### src/rtl/xy_seq_pkg.sv
// rtl/xy_seq_pkg.sv - shared state encoding and symbol constants for the X/Y sequence generator
package xy_seq_pkg;

  typedef enum logic [1:0] {
    IDLE = 2'd0,
    SYM  = 2'd1,
    GAP  = 2'd2,
    FIN  = 2'd3
  } state_e;

  localparam logic [1:0] SYM_NONE = 2'b00;
  localparam logic [1:0] SYM_Y    = 2'b01;
  localparam logic [1:0] SYM_X    = 2'b10;
  localparam logic [1:0] SYM_BOTH = 2'b11;

endpackage

### src/rtl/cycle_down_counter.sv
// rtl/cycle_down_counter.sv - loadable down-counter that stops at zero and flags it
module cycle_down_counter #(
  parameter int W = 3
) (
  input  logic         CLK,
  input  logic         RST,
  input  logic         LOAD,
  input  logic [W-1:0] VALUE,
  output logic         ZERO
);

  logic [W-1:0] cnt_q;
  logic [W-1:0] cnt_d;

  always_comb begin
    cnt_d = cnt_q;
    if (LOAD) begin
      cnt_d = VALUE;
    end else if (cnt_q != '0) begin
      cnt_d = cnt_q - W'(1);
    end
  end

  always_ff @(posedge CLK or posedge RST) begin
    if (RST) begin
      cnt_q <= '0;
    end else begin
      cnt_q <= cnt_d;
    end
  end

  assign ZERO = (cnt_q == '0);

endmodule

### src/rtl/xy_seq_gen.sv
// rtl/xy_seq_gen.sv - emits a latched code word as timed 2-bit symbols on the X/Y wires
module xy_seq_gen
  import xy_seq_pkg::*;
#(
  parameter int NUM_SYM     = 4,
  parameter int HOLD_CYCLES = 1,
  parameter int GAP_CYCLES  = 5
) (
  input  logic                 CLK,
  input  logic                 RST,
  input  logic                 START,
  input  logic                 ABORT,
  input  logic [2*NUM_SYM-1:0] CODE,
  output logic                 X,
  output logic                 Y,
  output logic                 BUSY,
  output logic                 DONE
);

  localparam int MAX_CNT = (HOLD_CYCLES > GAP_CYCLES) ? HOLD_CYCLES : GAP_CYCLES;
  localparam int CW      = $clog2(MAX_CNT + 1);
  localparam int IW      = $clog2(NUM_SYM + 1);
  localparam logic [CW-1:0] HOLD_LD  = CW'(HOLD_CYCLES - 1);
  localparam logic [CW-1:0] GAP_LD   = CW'((GAP_CYCLES > 0) ? GAP_CYCLES - 1 : 0);
  localparam logic [IW-1:0] LAST_IDX = IW'(NUM_SYM - 1);

  state_e               state_q, state_d;
  logic [2*NUM_SYM-1:0] shift_q, shift_d;
  logic [IW-1:0]        idx_q, idx_d;
  logic [1:0]           xy_q, xy_d;
  logic                 busy_q, busy_d;
  logic                 done_q, done_d;
  logic                 cnt_load;
  logic [CW-1:0]        cnt_value;
  logic                 cnt_zero;

  cycle_down_counter #(.W(CW)) u_cnt (
    .CLK   (CLK),
    .RST   (RST),
    .LOAD  (cnt_load),
    .VALUE (cnt_value),
    .ZERO  (cnt_zero)
  );

  always_comb begin
    state_d   = state_q;
    shift_d   = shift_q;
    idx_d     = idx_q;
    xy_d      = xy_q;
    busy_d    = busy_q;
    done_d    = 1'b0;
    cnt_load  = 1'b0;
    cnt_value = HOLD_LD;
    case (state_q)
      IDLE: begin
        xy_d   = SYM_NONE;
        busy_d = 1'b0;
        if (START && !ABORT) begin
          // shift_q keeps only the symbols still to be sent
          shift_d  = CODE >> 2;
          xy_d     = CODE[1:0];
          idx_d    = '0;
          busy_d   = 1'b1;
          cnt_load = 1'b1;
          state_d  = SYM;
        end
      end
      SYM: begin
        if (ABORT) begin
          xy_d    = SYM_NONE;
          busy_d  = 1'b0;
          state_d = IDLE;
        end else if (cnt_zero) begin
          if (idx_q == LAST_IDX) begin
            xy_d    = SYM_NONE;
            busy_d  = 1'b0;
            done_d  = 1'b1;
            state_d = FIN;
          end else if (GAP_CYCLES > 0) begin
            xy_d      = SYM_NONE;
            cnt_load  = 1'b1;
            cnt_value = GAP_LD;
            state_d   = GAP;
          end else begin
            xy_d     = shift_q[1:0];
            shift_d  = shift_q >> 2;
            idx_d    = idx_q + IW'(1);
            cnt_load = 1'b1;
          end
        end
      end
      GAP: begin
        if (ABORT) begin
          xy_d    = SYM_NONE;
          busy_d  = 1'b0;
          state_d = IDLE;
        end else if (cnt_zero) begin
          xy_d     = shift_q[1:0];
          shift_d  = shift_q >> 2;
          idx_d    = idx_q + IW'(1);
          cnt_load = 1'b1;
          state_d  = SYM;
        end
      end
      FIN: begin
        xy_d    = SYM_NONE;
        busy_d  = 1'b0;
        state_d = IDLE;
      end
      default: state_d = IDLE;
    endcase
  end

  always_ff @(posedge CLK or posedge RST) begin
    if (RST) begin
      state_q <= IDLE;
      shift_q <= '0;
      idx_q   <= '0;
      xy_q    <= SYM_NONE;
      busy_q  <= 1'b0;
      done_q  <= 1'b0;
    end else begin
      state_q <= state_d;
      shift_q <= shift_d;
      idx_q   <= idx_d;
      xy_q    <= xy_d;
      busy_q  <= busy_d;
      done_q  <= done_d;
    end
  end

  assign X    = xy_q[1];
  assign Y    = xy_q[0];
  assign BUSY = busy_q;
  assign DONE = done_q;

endmodule
### config.mk
export PLATFORM = sky130hd
export DESIGN_NAME = xy_seq_gen
export DESIGN_NICKNAME = d
export VERILOG_FILES = /design/src/rtl/xy_seq_pkg.sv /design/src/rtl/cycle_down_counter.sv /design/src/rtl/xy_seq_gen.sv
export SDC_FILE = /design/constraint.sdc
export NUM_CORES = 1
export LEC_CHECK = 0
export CORE_ASPECT_RATIO = 0.75
export CORE_UTILIZATION = 45
export DETAILED_ROUTE_END_ITERATION = 8
export PLACE_DENSITY = 0.71
export SLEW_MARGIN = 10
export SYNTH_ARGS = -nofsm -noshare
export SYNTH_HDL_FRONTEND = slang
export SYNTH_SLANG_ARGS = --single-unit
export TNS_END_PERCENT = 1
### constraint.sdc
create_clock -name CLK -period 1.55 [get_ports CLK]
set_input_delay 0.155 -clock CLK [delete_from_list [all_inputs] [get_ports CLK]]
set_output_delay 0.155 -clock CLK [all_outputs]
set_load 0.005 [all_outputs]
==> impl_metrics.yaml, run 1 <==
place:
  numPortBuffers: 15
  place.gp.congestion: 0.754
  place_hpwl_mm: 1.69
route:
  wl_per_cell_um: 15.4
  drtIter0Drc: 11
  avgViaCountPerCell: 5.51
  postRouteAntennaNets: 0
  drcViolationCount: 2
  wirelength_mm: 2.22
  firstDrtPassIters: 6
  vias: 793
timing:
  hold_viol: 0
  setup_viol: 0
  drv_slew: 0
  worst_pin_slew_ps: 354
  fmax_ghz: 0.651
  rsz0062_at_grt: "yes"
  finalHoldWorstSlack_ps: 171
  max-slew-margin-rel_pct: 76.3
  post-route-period-util_pct: 99.0
  fin_worst_skew_ps: 2.72
  period_needed_ps: 1540
layout:
  fin_nets: 137
  layout-drive-gt1-share_pct: 41.7
  area_growth_pct: 39.2
  antenna_cells: 0
power:
  combinationalPowerShare_pct: 51.8
  power.switching_uw: 726
  p_leak_uw: 0.000661
  seqPwrFrac_pct: 35.1
  power.density_mw_per_mm2: 1560
  p_int_uw: 1480
  netSwitchingFraction_pct: 32.9
  p_clk_share_pct: 13.1
  peakVddDrop_v: 0.000930
  p_total_uw: 2210
setup_path:
  cpPeakStageDelay_ps: 400
  cp_slowest_cell: "dfrtp_1"
  reg2regPathDepth: 6
  arrival_ps: 1720
  crit_path_start_kind: "register"
  crit_fanout: 5
  required_ps: 1740
  cp_cell_sequence: "inv_2, ha_4, nand3b_4, a211oi_4, buf_6, mux2_4"
  critPathKind: "register to register"
  end_kind: "register"
run_status:
  status: "complete, but fails checks"
  violations: "design-rule violations"
cts:
  cts_buffers: 3
  cts_tree: "built"
  insertion_delay_ps: 290
  ctsRootBufferMaster: "clkbuf_4"
  cts.clk_slew.worst_paths_ps: 100
  ctsHoldBuffers: 0
  postCtsSetupBuffers: 0
  cts.htree.levels: 1
  cts.sinks: 18
  clk_path_buf_depth: 2
synthesis:
  yosysSeqAreaShare_pct: 44.3
  synth_seq_cells: 18
  synth-edff-count: 0
  syn-num-nets: 99
  synth_common_cells: "dfrtp_1, a22o_1"
  synth_cell_type_count: 37
  ys_warn_count: 0
  synth_async_sr_flop_share_pct: 100
  synth.top_cell.area_share_pct: 44.3
  syn_avg_cell_area_um2: 12.2
  netlist_area_mm2: 0.00102
  yosys_most_used_dff: "dfrtp_1"
  yosysTopAreaCell: "dfrtp_1"
  netlist_instances: 83
  yosysMostFrequentCell: "dfrtp_1"
  synth_area_leaders: "dfrtp_1, mux2_4, ha_1"
grt:
  first_global_vias: 781
  antenna_found_initial: 0
  grt_max_degree: 19
  overflow: 0
  grt_usage_pct: 20.7
  grt_pass1_wl_mm: 3.61
die:
  start_util_pct: 49.2
  num_rows: 14
  dieArea_mm2: 0.00245
  die_h_um: 43.2
  die_w_um: 56.9
  num_io_pins: 16
  core-area_mm2: 0.00207
min_path:
  hp-class: "primary input to async pin"
flow_run:
  maxCapViolCount: 0
==> registers in the layout (all words and copies together) (netlist names) <==
register and count:
state_q 2, idx_q 3, BUSY 1, shift_q 6, xy_q 2, u_cnt.cnt_q 3
DONE 1
==> stage by stage <==
step	setup slack [ps]	setup TNS (ps)	instances	utilization [%]	area [um^2]
after global routing	-54.2	-358	144	68.4	1410
after detailed placement	-155	-1590	140	65.2	1350
after global placement	-103	-909	140	65.2	1350
after CTS	4.18	0	144	67.7	1400
after floorplan	-2.06	-8.24	83	-	1030
final	14.7	0	144	68.4	1410
==> power groups by stage <==
stage,logic (uW),clock network (uW),registers [uW]
after floorplan,719,0,732
after global placement,1060,0,773
after detailed placement,1100,0,774
after CTS,1130,302,771
after global routing,1260,325,795
final,1140,288,774
==> cell usage in the layout (no fill, tap or decap), types with 2 or more instances in the layout <==
master           count
a22o_1               5
clkdlybuf4s50_1     15
a211o_1              2
a21oi_1              3
clkbuf_4             3
dfrtp_1             17
nor3_1               2
ha_2                 2
mux2_2               4
inv_1                2
nor2b_1              3
nand3_1              2
nand2b_1             4
buf_6                3
or3b_2               2
mux2_4               5
inv_2                2
buf_4               19
==> worst max-delay path: cells and delay by family, from the launching register on <==
family	cells	cell delay [ps]
and+or+nand+nor	1	100
AOI/OAI and AO/OA	1	220
buffers and inverters	2	240
adders and majority gates	1	170
DFF	1	400
muxes	1	300
==> worst paths after layout <==
check                          startpoint    endpoint  slack [ps]
max                        u_cnt.cnt_q[1]  shift_q[2]          10
min                                   RST     xy_q[0]         170
max reg2reg                u_cnt.cnt_q[1]  shift_q[2]          10
min reg2reg                          BUSY        BUSY         490
max in group asynchronous             RST  state_q[1]        1170
min in group CLK                  CODE[6]  shift_q[4]         470
==> layout make-up <==
class / instances / area [um^2]
clock buffer: 4 / 36.3
timing repair buffer: 37 / 327
multi-input combinational: 57 / 554
inverter: 4 / 15.0
fill: 164 / 653
tap: 24 / 30.0
sequential: 18 / 452
==> per-layer routing <==
metal	vias up	routed length, um	track usage [%]	part of all wire [%]
li1	378	-	-	-
met1	390	1000	24.1	45
met2	21	1070	36.4	48
met3	4	113	6.71	5.1
met4	0	32	6.83	1.4
met5	-	0	0	0
==> logic make-up (layout without fill, tap and decap cells) <==
kind of cell	after synthesis	count (layout)	share of synthesized area, %
mux	11	11	13.5
flops	18	18	44.3
simple gates	24	24	18.5
fa+ha+maj	4	4	4.93
buf+inv	8	45	4.06
compound gates	17	17	13.8
xor+xnor	1	1	0.862
==> what timing repair did <==
| item | CTS | global route |
|---|---|---|
| setup endpoints to repair | 10 | 10 |
| gates resized for setup | 5 | 4 |
| pin swaps | 0 | 0 |
Note: power is estimated with default switching activity, not from simulation.
==> inputs of run 2 (changes only) <==
--- a/config.mk
+++ b/config.mk
@@ -5,10 +5,14 @@
 export SDC_FILE = /design/constraint.sdc
 export NUM_CORES = 1
 export LEC_CHECK = 0
+export CELL_PAD_IN_SITES_DETAIL_PLACEMENT = 0
+export CELL_PAD_IN_SITES_GLOBAL_PLACEMENT = 1
 export CORE_ASPECT_RATIO = 0.75
-export CORE_UTILIZATION = 45
+export CORE_MARGIN = 4
+export CORE_UTILIZATION = 37
 export DETAILED_ROUTE_END_ITERATION = 8
-export PLACE_DENSITY = 0.71
+export HOLD_SLACK_MARGIN = 0.1
+export PLACE_DENSITY_LB_ADDON = 0.1
 export SLEW_MARGIN = 10
 export SYNTH_ARGS = -nofsm -noshare
 export SYNTH_HDL_FRONTEND = slang
==> run 2 against run 1 <==
The flow now finishes without violations. Critical path type unchanged. Clock skew up 3.0 ps. First-iteration DRC count fell by 18%. Utilization decreased by 12 points. Via count fell by 4.3%. Worst setup slack improved by 9.3 ps. Combinational power is essentially flat.
==> impl_metrics.yaml, run 2 (same netlist as run 1, synthesis figures left out) <==
run_status:
  status: "finished clean"
layout:
  antenna_cells: 0
  final_common_cell: "buf_4"
  largest_reg_flops: 6
  area_growth_pct: 45.1
  fin_nets: 139
  layout-drive-gt1-share_pct: 46.3
  reg_top3: "shift_q (6), idx_q (3), u_cnt.cnt_q (3)"
  final_cell_mix: "buf_4, dfrtp_1, clkdlybuf4s50_1, mux2_4, a22o_1"
  top_register: "shift_q"
cts:
  cts_tree: "built"
  ctsRootBufferMaster: "clkbuf_8"
  cts.htree.levels: 1
  ctsHoldBuffers: 0
  insertion_delay_ps: 250
  cts.sinks: 18
  cts.clk_slew.worst_paths_ps: 70
  clk_path_buf_depth: 2
  cts_buffers: 3
grt:
  grt_pass1_wl_mm: 3.51
  antenna_found_initial: 0
  first_global_vias: 726
  grt_max_degree: 19
  grt_usage_pct: 13.6
  overflow: 0
route:
  dr_wl_met2_um: 941
  drcViolationCount: 0
  routed.top_layer: "met4"
  wl_met1_mm: 1.04
  wirelength_mm: 2.07
  drtIter0Drc: 9
  avgViaCountPerCell: 4.83
  vias: 759
  postRouteAntennaNets: 0
  wl_met3_um: 83
  wl_per_cell_um: 13.2
  firstDrtPassIters: 3
setup_path:
  critPathKind: "register to register"
  crit_fanout: 3
  rrSetupSlack_ps: 20
  end_kind: "register"
  cp_cell_sequence: "ha_2, ha_4, or4b_4, nand3_1, a21oi_1"
  required_ps: 1690
  arrival_ps: 1660
  crit_path_start_kind: "register"
  crit_start: "idx_q[0]"
  cp_slowest_cell: "or4b_4"
  r2r-start: "idx_q[0]"
  cpPeakStageDelay_ps: 510
power:
  p_int_uw: 1530
  p_total_uw: 2260
  p_leak_uw: 0.000676
  netSwitchingFraction_pct: 32.1
  seqPwrFrac_pct: 34.9
  power.switching_uw: 725
  combinationalPowerShare_pct: 51.1
  power.density_mw_per_mm2: 1530
  peakVddDrop_v: 0.000753
  p_clk_share_pct: 14.0
die:
  num_rows: 16
  die_w_um: 68.5
  die_h_um: 53.4
  num_io_pins: 16
  core-area_mm2: 0.00262
  dieArea_mm2: 0.00366
  start_util_pct: 38.7
place:
  dp_worst_setup_slack_ps: -151
  place_hpwl_mm: 1.53
  numPortBuffers: 15
  place.gp.congestion: 0.791
timing:
  max-slew-margin-rel_pct: 64.2
  period_needed_ps: 1530
  setup_slack_ps: 24.0
  hold_viol: 0
  fmax_ghz: 0.655
  post-route-period-util_pct: 98.5
  setup_viol: 0
  rsz0062_at_grt: "yes"
  drv_slew: 0
  fin_worst_skew_ps: 5.76
  worst_pin_slew_ps: 536
min_path:
  hp-class: "primary input to async pin"
flow_run:
  maxCapViolCount: 0
-- run 2: changes by cell type in the layout (fill, tap and decap cells not counted), sizes merged --
cell    delta
buf        +2
clkbuf     -1
-- run 2: power groups by stage --
stage          logic, uW  clock network (uW)  registers, uW
2_1_floorplan        719                   0            732
3_3_place_gp         971                   0            791
3_5_place_dp         982                   0            796
4_1_cts             1070                 334            784
5_1_grt             1260                 362            819
6_report            1150                 317            789
-- run 2: stage by stage --
stage	area [um^2]	utilization [%]	std cells	TNS (ps)	hold WS (ps)
floorplan	1030	-	83	-8.24	93.6
global placement	1330	50.5	147	-1080	462
detailed placement	1330	50.5	147	-1210	475
CTS	1410	53.9	154	-1.24	235
global route	1470	56.2	157	-294	244
finish	1470	56.2	157	0	227
-- run 2: what timing repair did --
item	4_1_cts	5_1_grt
pin swaps	0	1
setup endpoints to repair	10	11
resized for setup	5	9
setup buffers	4	3
-- run 2: critical path: cells and delay by family (launching register included) --
kind | cells | cell delay, ps
simple gates | 2 | 610
flops | 1 | 380
compound gates | 1 | 60
fa+ha+maj | 2 | 360
-- run 2: cell type report --
class / instances / area (um^2)
well taps: 36 / 45.0
repair buffers: 39 / 338
flip-flops and latches: 18 / 453
multi-input cells: 57 / 582
inverters: 4 / 15.0
fillers: 236 / 1150
clock buffers: 3 / 41.3
-- run 2: metal layers --
metal | GRT usage [%] | vias to the layer above
li1 | - | 380
met1 | 18.4 | 365
met2 | 20.3 | 12
met3 | 5.31 | 2
met4 | 2.97 | 0
met5 | 0 | -
-- run 2: worst paths after layout --
| path | endpoint | cells past startpoint |
|---|---|---|
| worst max-delay path | u_cnt.cnt_q[0] | 5 |
| worst min-delay path | xy_q[1] | 3 |
| worst max register to register | u_cnt.cnt_q[0] | 5 |
| worst min register to register | BUSY | 1 |
| max in group asynchronous | state_q[0] | 3 |
| min in group CLK | BUSY | 1 |
